`config.mk`:
```
export PLATFORM = sky130hd
export DESIGN_NAME = inst_fetch_buf
export DESIGN_NICKNAME = d
export VERILOG_FILES = /design/src/rtl/inst_fetch_buf_pkg.sv /design/src/rtl/inst_fetch_buf_fetch_fifo.sv /design/src/rtl/inst_fetch_buf.sv
export SDC_FILE = /design/constraint.sdc
export NUM_CORES = 1
export LEC_CHECK = 0
export CAP_MARGIN = 20
export CORE_ASPECT_RATIO = 1.75
export CORE_MARGIN = 3
export CORE_UTILIZATION = 56
export CTS_CLUSTER_DIAMETER = 150
export CTS_CLUSTER_SIZE = 16
export DETAILED_ROUTE_END_ITERATION = 8
export HOLD_SLACK_MARGIN = 0.05
export PLACE_DENSITY = 0.78
export RECOVER_POWER = 50
export SYNTH_ARGS = -nofsm -noshare
export SYNTH_HDL_FRONTEND = slang
export SYNTH_SLANG_ARGS = --single-unit
```
`constraint.sdc`:
```
create_clock -name clk -period 4 [get_ports clk]
set_input_delay 0.4 -clock clk [delete_from_list [all_inputs] [get_ports clk]]
set_output_delay 0.4 -clock clk [all_outputs]
set_load 0.01 [all_outputs]
```
`src/rtl/inst_fetch_buf_pkg.sv`:
```
// rtl/inst_fetch_buf_pkg.sv - shared defaults and helpers for the instruction fetch buffer
//
// Purpose: default bus widths, reset PC, PC increment and the counter-width
// helper shared by the fetch buffer top and its FIFO.
// Ports: none (package).

package inst_fetch_buf_pkg;

    localparam int unsigned INST_ADDR_W_DEF = 32;
    localparam int unsigned INST_DATA_W_DEF = 32;
    localparam int unsigned FETCH_DEPTH_DEF = 4;
    localparam logic [31:0] RESET_PC_DEF    = 32'h0000_0000;

    // Instructions are fixed 32-bit words, so the PC always advances by 4.
    localparam int unsigned PC_STEP = 4;

    // Counters must hold 0..depth inclusive.
    function automatic int unsigned cnt_width(input int unsigned depth);
        return $clog2(depth + 1);
    endfunction

endpackage

```
`src/rtl/inst_fetch_buf_fetch_fifo.sv`:
```
// rtl/inst_fetch_buf_fetch_fifo.sv - instruction/PC FIFO with flush and combinational head
//
// Purpose: DEPTH-entry FIFO of {pc, instruction} words. The head is read
// combinationally from storage and forced to zero while empty.
// Ports:
//   clk, rst      clock, asynchronous active-low reset
//   flush_i       empty the FIFO this cycle (wins over push and pop)
//   push_i        write data_i at the tail
//   data_i        entry to write
//   pop_i         remove the head entry (ignored when empty)
//   head_o        head entry, zero when empty
//   count_o       number of valid entries

module inst_fetch_buf_fetch_fifo
    import inst_fetch_buf_pkg::*;
#(
    parameter  int unsigned W     = 64,
    parameter  int unsigned DEPTH = 4,
    localparam int unsigned CNT_W = cnt_width(DEPTH)
) (
    input  logic             clk,
    input  logic             rst,
    input  logic             flush_i,
    input  logic             push_i,
    input  logic [W-1:0]     data_i,
    input  logic             pop_i,
    output logic [W-1:0]     head_o,
    output logic [CNT_W-1:0] count_o
);

    localparam int unsigned PTR_W = $clog2(DEPTH);

    logic [W-1:0]     mem_q [DEPTH];
    logic [PTR_W-1:0] wr_ptr_q, wr_ptr_d;
    logic [PTR_W-1:0] rd_ptr_q, rd_ptr_d;
    logic [CNT_W-1:0] count_q, count_d;
    logic             pop_ok;

    assign pop_ok = pop_i && (count_q != '0);

    // DEPTH is a power of two, so the pointers wrap naturally.
    always_comb begin
        wr_ptr_d = wr_ptr_q;
        rd_ptr_d = rd_ptr_q;
        count_d  = count_q;
        if (flush_i) begin
            wr_ptr_d = '0;
            rd_ptr_d = '0;
            count_d  = '0;
        end else begin
            if (push_i) begin
                wr_ptr_d = wr_ptr_q + PTR_W'(1);
            end
            if (pop_ok) begin
                rd_ptr_d = rd_ptr_q + PTR_W'(1);
            end
            count_d = count_q + CNT_W'(push_i) - CNT_W'(pop_ok);
        end
    end

    always_ff @(posedge clk or negedge rst) begin
        if (!rst) begin
            wr_ptr_q <= '0;
            rd_ptr_q <= '0;
            count_q  <= '0;
        end else begin
            wr_ptr_q <= wr_ptr_d;
            rd_ptr_q <= rd_ptr_d;
            count_q  <= count_d;
        end
    end

    // Storage needs no reset: nothing is visible until count_q says so.
    always_ff @(posedge clk) begin
        if (push_i && !flush_i) begin
            mem_q[wr_ptr_q] <= data_i;
        end
    end

    assign head_o  = (count_q != '0) ? mem_q[rd_ptr_q] : '0;
    assign count_o = count_q;

endmodule

```
`src/rtl/inst_fetch_buf.sv`:
```
// rtl/inst_fetch_buf.sv - instruction fetch front end with PC, request credit and buffer
//
// Purpose: owns the fetch PC, issues pipelined requests to instruction memory
// (req/gnt, in-order rvalid with variable latency), buffers returned words
// with their PCs and handles pipeline stall and branch redirect.
// Ports:
//   clk, rst                   clock, asynchronous active-low reset
//   rom_req_o, rom_addr_o      fetch request and address
//   rom_gnt_i                  request accepted this cycle
//   rom_rvalid_i, rom_rdata_i  in-order response
//   stall_i                    pipeline cannot take an instruction
//   redirect_i, redirect_pc_i  discard everything and refetch from new PC
//   inst_valid_o, inst_o, inst_pc_o  buffer head towards if_id

module inst_fetch_buf
    import inst_fetch_buf_pkg::*;
#(
    parameter int unsigned       ADDR_W   = INST_ADDR_W_DEF,
    parameter int unsigned       DATA_W   = INST_DATA_W_DEF,
    parameter int unsigned       DEPTH    = FETCH_DEPTH_DEF,
    parameter logic [ADDR_W-1:0] RESET_PC = RESET_PC_DEF
) (
    input  logic              clk,
    input  logic              rst,
    output logic              rom_req_o,
    output logic [ADDR_W-1:0] rom_addr_o,
    input  logic              rom_gnt_i,
    input  logic              rom_rvalid_i,
    input  logic [DATA_W-1:0] rom_rdata_i,
    input  logic              stall_i,
    input  logic              redirect_i,
    input  logic [ADDR_W-1:0] redirect_pc_i,
    output logic              inst_valid_o,
    output logic [DATA_W-1:0] inst_o,
    output logic [ADDR_W-1:0] inst_pc_o
);

    localparam int unsigned       CNT_W = cnt_width(DEPTH);
    localparam logic [ADDR_W-1:0] STEP  = ADDR_W'(PC_STEP);

    logic [ADDR_W-1:0] fetch_pc_q, fetch_pc_d;
    logic [ADDR_W-1:0] resp_pc_q, resp_pc_d;
    logic [CNT_W-1:0]  out_cnt_q, out_cnt_d;
    logic [CNT_W-1:0]  drop_cnt_q, drop_cnt_d;

    logic [CNT_W-1:0]         fifo_count;
    logic [ADDR_W+DATA_W-1:0] fifo_head;
    logic [CNT_W:0]           credit_used;
    logic                     issue;
    logic                     resp_accept;
    logic                     push;
    logic                     pop;

    // Every slot is either buffered or in flight, so the FIFO cannot overflow.
    // The request is also held low while rst is asserted.
    assign credit_used = {1'b0, fifo_count} + {1'b0, out_cnt_q};
    assign rom_req_o   = rst && !redirect_i && (credit_used < (CNT_W+1)'(DEPTH));
    assign rom_addr_o  = fetch_pc_q;
    assign issue       = rom_req_o && rom_gnt_i;

    // A response with nothing outstanding is outside the protocol; ignore it.
    assign resp_accept = rom_rvalid_i && (out_cnt_q != '0);

    always_comb begin
        fetch_pc_d = fetch_pc_q;
        resp_pc_d  = resp_pc_q;
        out_cnt_d  = out_cnt_q;
        drop_cnt_d = drop_cnt_q;
        push       = 1'b0;
        pop        = 1'b0;
        if (redirect_i) begin
            // Everything still in flight belongs to the old path, including a
            // response arriving right now, so all of it is discarded.
            fetch_pc_d = redirect_pc_i;
            resp_pc_d  = redirect_pc_i;
            out_cnt_d  = out_cnt_q - CNT_W'(resp_accept);
            drop_cnt_d = out_cnt_q - CNT_W'(resp_accept);
        end else begin
            if (issue) begin
                fetch_pc_d = fetch_pc_q + STEP;
            end
            out_cnt_d = out_cnt_q + CNT_W'(issue) - CNT_W'(resp_accept);
            if (resp_accept) begin
                if (drop_cnt_q != '0) begin
                    drop_cnt_d = drop_cnt_q - CNT_W'(1);
                end else begin
                    push      = 1'b1;
                    resp_pc_d = resp_pc_q + STEP;
                end
            end
            pop = (fifo_count != '0) && !stall_i;
        end
    end

    always_ff @(posedge clk or negedge rst) begin
        if (!rst) begin
            fetch_pc_q <= RESET_PC;
            resp_pc_q  <= RESET_PC;
            out_cnt_q  <= '0;
            drop_cnt_q <= '0;
        end else begin
            fetch_pc_q <= fetch_pc_d;
            resp_pc_q  <= resp_pc_d;
            out_cnt_q  <= out_cnt_d;
            drop_cnt_q <= drop_cnt_d;
        end
    end

    inst_fetch_buf_fetch_fifo #(
        .W     (ADDR_W + DATA_W),
        .DEPTH (DEPTH)
    ) u_fifo (
        .clk     (clk),
        .rst     (rst),
        .flush_i (redirect_i),
        .push_i  (push),
        .data_i  ({resp_pc_q, rom_rdata_i}),
        .pop_i   (pop),
        .head_o  (fifo_head),
        .count_o (fifo_count)
    );

    assign inst_valid_o = (fifo_count != '0);
    assign inst_pc_o    = fifo_head[ADDR_W+DATA_W-1:DATA_W];
    assign inst_o       = fifo_head[DATA_W-1:0];

endmodule
```
# Word-level counts from Yosys, hierarchy flattened
# Memory sizes are Yosys's and may differ from the RTL's.
# Cells that the tools add are included.
[op_classes]
eq_ne = 1
add_sub_neg = 11
magnitude_cmp = 1
mux = 21
n_reduce_logical = 19
[ops]
columns = ["op", "count"]
rows = [
  ["$mux W32", 5],
  ["$add A32 B3 Y32 const B", 2],
  ["$mux W64", 1],
  ["$mux W3", 5],
  ["$reduce_bool A2 Y1", 5],
  ["$reduce_bool A3 Y1", 3],
  ["$sub A3 B1 Y3", 3],
  ["$mux W2", 4],
  ["$logic_and A1 B1 Y1", 7],
  ["$add A3 B1 Y3", 2],
  ["$mux W1", 6],
  ["$add A2 B1 Y2 const B", 2],
  ["$add A3 B3 Y4", 1],
  ["$lt A4 B3 Y1 const B", 1],
  ["$reduce_and A2 Y1", 2],
  ["$sub A3 B1 Y3 const B", 1],
  ["$logic_not A1 Y1", 2],
  ["$ne A2 B2 Y1 const B", 1],
]
[word_totals]
n_memories = 1
ramBits = 256
output_inout_bits = 98
ff_bits = 77
elab_cells = 61
inputBits = 70
[memory_table]
columns = ["name", "depth", "word_bits", "rd", "rd_ports_with_merged_regs", "write_ports", "line", "source"]
rows = [
  ["u_fifo.mem_q", 4, 64, 1, 0, 1, "inst_fetch_buf_fetch_fifo.sv:33", "logic [W-1:0] mem_q [DEPTH];"],
]

# Logic depth before layout (Yosys ltp)
[logic_depth]
depth_word = 7
mapped_depth = 13
mapped_depth_nobuf = 11

# Cells and area by module
# A second synthesis with hierarchy kept.
[hier_totals]
hier_cells = 897
hier_area_um2 = 14223.6
[modules_own_cells]
columns = ["mod", "area_per_inst_um2", "instances", "cells_each", "seq_area_each_um2"]
rows = [
  ["inst_fetch_buf_fetch_fifo", 10152.2, 1, 448, 7862.5],
  ["inst_fetch_buf", 4071.4, 1, 449, 1751.7],
]

# Worst setup path before layout
# No wires, ideal clock.
[synth_path]
path_kind = "reg2reg"
start = "register drop_cnt_q[0]"
end = "memory u_fifo.mem_q[0][0], enable pin"
t_required_ns = 3.571
n_path_buf = 0
path_stages_with_launch = 6
period_less_slack_ns = 3.029
setup_ns = 0.429
slack_ns = 0.971
arrival_ns = 2.600
cell_sequence = "dfrtp_1 -> inv_1 -> ha_1 -> nor2b_1 -> and3_1 -> and2_1"
[synth_between]
elab_chain_cells = 7
[synth_lines]
columns = ["item", "line", "source"]
rows = [
  ["from (decl)", "inst_fetch_buf.sv:44", "logic [CNT_W-1:0] drop_cnt_q, drop_cnt_d;"],
  ["from (signal assigned)", "inst_fetch_buf.sv:105", "drop_cnt_q <= drop_cnt_d;"],
  ["$reduce_bool A3 Y1", "inst_fetch_buf.sv:84", "if (drop_cnt_q != '0) begin"],
  ["$mux W1", "inst_fetch_buf.sv:84", ""],
  ["$mux W1", "inst_fetch_buf.sv:83", "if (resp_accept) begin"],
  ["$mux W1", "inst_fetch_buf.sv:71", "if (redirect_i) begin"],
  ["$logic_and A1 B1 Y1", "inst_fetch_buf_fetch_fifo.sv:75", "if (push_i && !flush_i) begin"],
  ["$mux W1", "inst_fetch_buf_fetch_fifo.sv:75", ""],
  ["$mux W1 (implied by the code)", "inst_fetch_buf_fetch_fifo.sv:76", "mem_q[wr_ptr_q] <= data_i;"],
  ["to (decl)", "inst_fetch_buf_fetch_fifo.sv:33", ""],
]
# No other way between the ends.

# Worst setup path in the final report
[layout_path]
start = "input port rst"
end = "register out_cnt_q[2]"
[layout_between]
elab_chain_cells = 6
[layout_lines]
columns = ["item", "line", "source"]
rows = [
  ["from (decl)", "inst_fetch_buf.sv:24", "input logic rst,"],
  ["$logic_and A1 B1 Y1 (2 in series)", "inst_fetch_buf.sv:57", "assign rom_req_o = rst && !redirect_i && (credit_used < (CNT_W+1)'(DEPTH));"],
  ["$logic_and A1 B1 Y1", "inst_fetch_buf.sv:59", "assign issue = rom_req_o && rom_gnt_i;"],
  ["$add A3 B1 Y3", "inst_fetch_buf.sv:82", "out_cnt_d = out_cnt_q + CNT_W'(issue) - CNT_W'(resp_accept);"],
  ["$sub A3 B1 Y3", "inst_fetch_buf.sv:82", ""],
  ["$mux W3", "inst_fetch_buf.sv:71", ""],
  ["named net out_cnt_d[2]", "inst_fetch_buf.sv:43", "logic [CNT_W-1:0] out_cnt_q, out_cnt_d;"],
  ["to (signal assigned)", "inst_fetch_buf.sv:104", "out_cnt_q <= out_cnt_d;"],
  ["to (decl)", "inst_fetch_buf.sv:43", ""],
]
# The timed path passes the listed nets, and every way through them passes these cells.
# A chain may end at the register's enable or synchronous reset.

==> qor.yml <==
finish:
  final_common_cell: "edfxtp_1"
  drive_above_1_share: 0.1162
  nets: 1137
  area_delta_synth_final_pct: 19.52
  fin_area_um2: 16790
  layout_common_cells: "256 x edfxtp_1, 112 x clkdlybuf4s50_1, 75 x dfrtp_1"
setup_path:
  worst-path-max-fanout: 17
  critPathArrivalTime_ns: 3.72
  critPathLaunchType: "primary input"
  slowest_stage: "clkbuf_1"
  slowest_delay_ns: 0.60
  endpoint_kind: "register"
  crit_chain: "dlygate4sd3_1 > clkbuf_1 > nor4b_1 > and4_1 > inv_2 > ha_1 > inv_1 > ha_1 > fa_1 > xor2_1 > o21ai_0 > xor2_1"
  required_ns: 4.44
  cp.buffers_inverters: 4
  path_class: "primary input to register"
  crit_family: "buffers and inverters"
yosys:
  synth_seq_cells: 333
  synth_edf_count: 256
  synthArstFlopShare: 0.2312
  yosysUniqueCellTypes: 54
  syn_inst: 881
  ys_warn_count: 0
  yosysSeqAreaShare: 0.6844
  avgSynthCellArea_um2: 15.95
  ys.flop_type: "edfxtp_1"
  syn-num-nets: 969
  netlist_area_um2: 14050
timing:
  worst_slew_pin_slew_ns: 1.618
  finalSetupTns_ns: 0
  slew_headroom: -0.07868
  slew_viol_final: 65
  hold_viol: 0
  fmax_mhz: 305.5
  setup_viol: 0
  clock_skew_ns: 0.01324
  finalCriticalPeriod_ns: 3.273
  fin_crit_sh: 0.8184
  rsz0062_at_grt: "false"
outcome:
  status: "complete, but fails checks"
  violations: "max-capacitance violations, max-slew violations"
clock_network:
  cts_tree: "done"
  clockBufferDepth: 3
  cts_setup_buffers: 0
  post_cts_resized: 0
  clock-root-buffer: "clkbuf_16"
  hold_buffers: 1
  cts.sink_count: 333
  clk_pin_slew_ns: 0.07
  htreeDepth: 1
  numCtsBuffers: 24
  clock_latency_ns: 0.53
global_route:
  grt_use_total: 0.2115
  grt_pass1_wl_um: 46030
  grt_max_degree: 74
  grt_pass1_vias: 8648
  grt_antenna_before_repair: 1
  overflow: 0
placement:
  gp_congestion: 0.8779
  place_hpwl_um: 18170
  placed_cell_area_um2: 16120
  port_buffers: 167
detailed_routing:
  first_pass_iters: 5
  via_per_inst: 5.858
  wl_um: 27960
  drc_errors: 0
  via_count: 8084
  post_drt_wl_per_cell_um: 20.26
  dr.first_iter.drc_count: 667
  ant_nets: 0
die:
  core_area_um2: 24630
  dieWidth_um: 125.7
  start_util: 0.5704
  die_h_um: 215.5
  top_level_ports: 168
  dieArea_um2: 27100
  num_rows: 76
pwr:
  leakagePower_nw: 5.698
  power.ir.vdd_worst_mv: 0.3201
  powerDensity_nw_per_um2: 530.6
worst_hold_path:
  hp-class: "primary input to register"
run:
  maxCapViolations: 1
[synth_stat cells, types with 6 or more instances]
cell	instances	share of area
nand4_1	24	0.011
o21ai_0	38	0.014
buf_2	6	0.0021
and4_1	6	0.0037
or4_1	6	0.0032
xnor2_1	14	0.0087
nand2_1	59	0.016
edfxtp_1	256	0.55
mux4_2	64	0.10
xor2_1	22	0.014
dfrtp_1	77	0.14
nand3_1	34	0.012
and2_1	75	0.033
o211ai_1	17	0.0091
and3_1	8	0.0036
o311ai_0	10	0.0062
clkbuf_1	26	0.0069
ha_1	16	0.014
inv_1	27	0.0072
nor2_1	24	0.0064
mux2_2	8	0.0064
[registers in the layout (all words and copies together), names as in the netlist]
register,count
u_fifo.wr_ptr_q,2
u_fifo.mem_q,256
out_cnt_q,3
u_fifo.count_o,3
rom_addr_o,32
drop_cnt_q,3
resp_pc_q,32
u_fifo.rd_ptr_q,2
[cell families (layout without fill, tap and decap cells)]
kind of cell	count (synthesis)	in the layout	share of synthesized area
other cells	0	1	0
fa+ha+maj	18	18	0.01710
xor+xnor	36	36	0.02244
simple gates	265	265	0.1056
mux	75	75	0.1112
flops	333	333	0.6844
compound gates	87	87	0.04008
buf+inv	67	253	0.01924
[tightest hold or removal path, stage by stage]
cell	delay [ns]
clkbuf_1	0.15
clkinv_1	0.20
a21oi_1	0.09
[through the flow]
step	utilization	cells	power, mW	hold WS [ns]	worst slack (ns)
final	0.6818	1380	8.910	0.3765	0.7266
after CTS	0.6833	1379	9.053	0.2431	0.7527
after global placement	0.6546	1334	6.758	0.2634	1.125
after floorplan	-	881	5.654	0.1044	0.9708
after detailed placement	0.6546	1334	6.801	0.2662	1.074
after global routing	0.6818	1380	9.370	0.3867	0.3594
[metal layers]
layer / global-route usage / routed length [um] / vias to the layer above
li1: - / - / 3714
met1: 0.2707 / 11200 / 4108
met2: 0.3796 / 14920 / 224
met3: 0.02600 / 1172 / 38
met4: 0.06407 / 675 / 0
met5: 0 / 0 / -
[area by class of cell]
cell class	count	area (um^2)
clock inverter	1	5.005
inverter	29	108.9
sequential	333	9619
clock buffer	43	693.2
antenna	1	2.502
tap	312	390.4
multi-input combinational	481	4144
fill	1701	7838
timing repair buffer	180	1828
[final timing paths]
path | cells past startpoint | endpoint | from | slack, ns
worst max-delay path | 12 | out_cnt_q[2]$_DFF_PN0_ | rst | 0.73
worst min-delay path | 3 | resp_pc_q[3]$_DFFE_PN0P_ | redirect_i | 0.38
worst max register to register | 11 | out_cnt_q[2]$_DFF_PN0_ | out_cnt_q[2]$_DFF_PN0_ | 1.03
worst min register to register | 0 | u_fifo.mem_q[1][33]$_DFFE_PP_ | resp_pc_q[1]$_DFFE_PN0P_ | 0.53
max in group asynchronous | 3 | resp_pc_q[1]$_DFFE_PN0P_ | rst | 1.48
min in group asynchronous | 2 | drop_cnt_q[0]$_DFFE_PN0P_ | rst | 0.47
[where the power goes]
group	total, mW	leakage, nW	switching [mW]	internal, mW
logic	2.48	2.13	1.12	1.36
clock network	2.26	0.333	1.09	1.17
registers	4.16	3.24	0.208	3.95
Power figures use the tool's default switching activity.
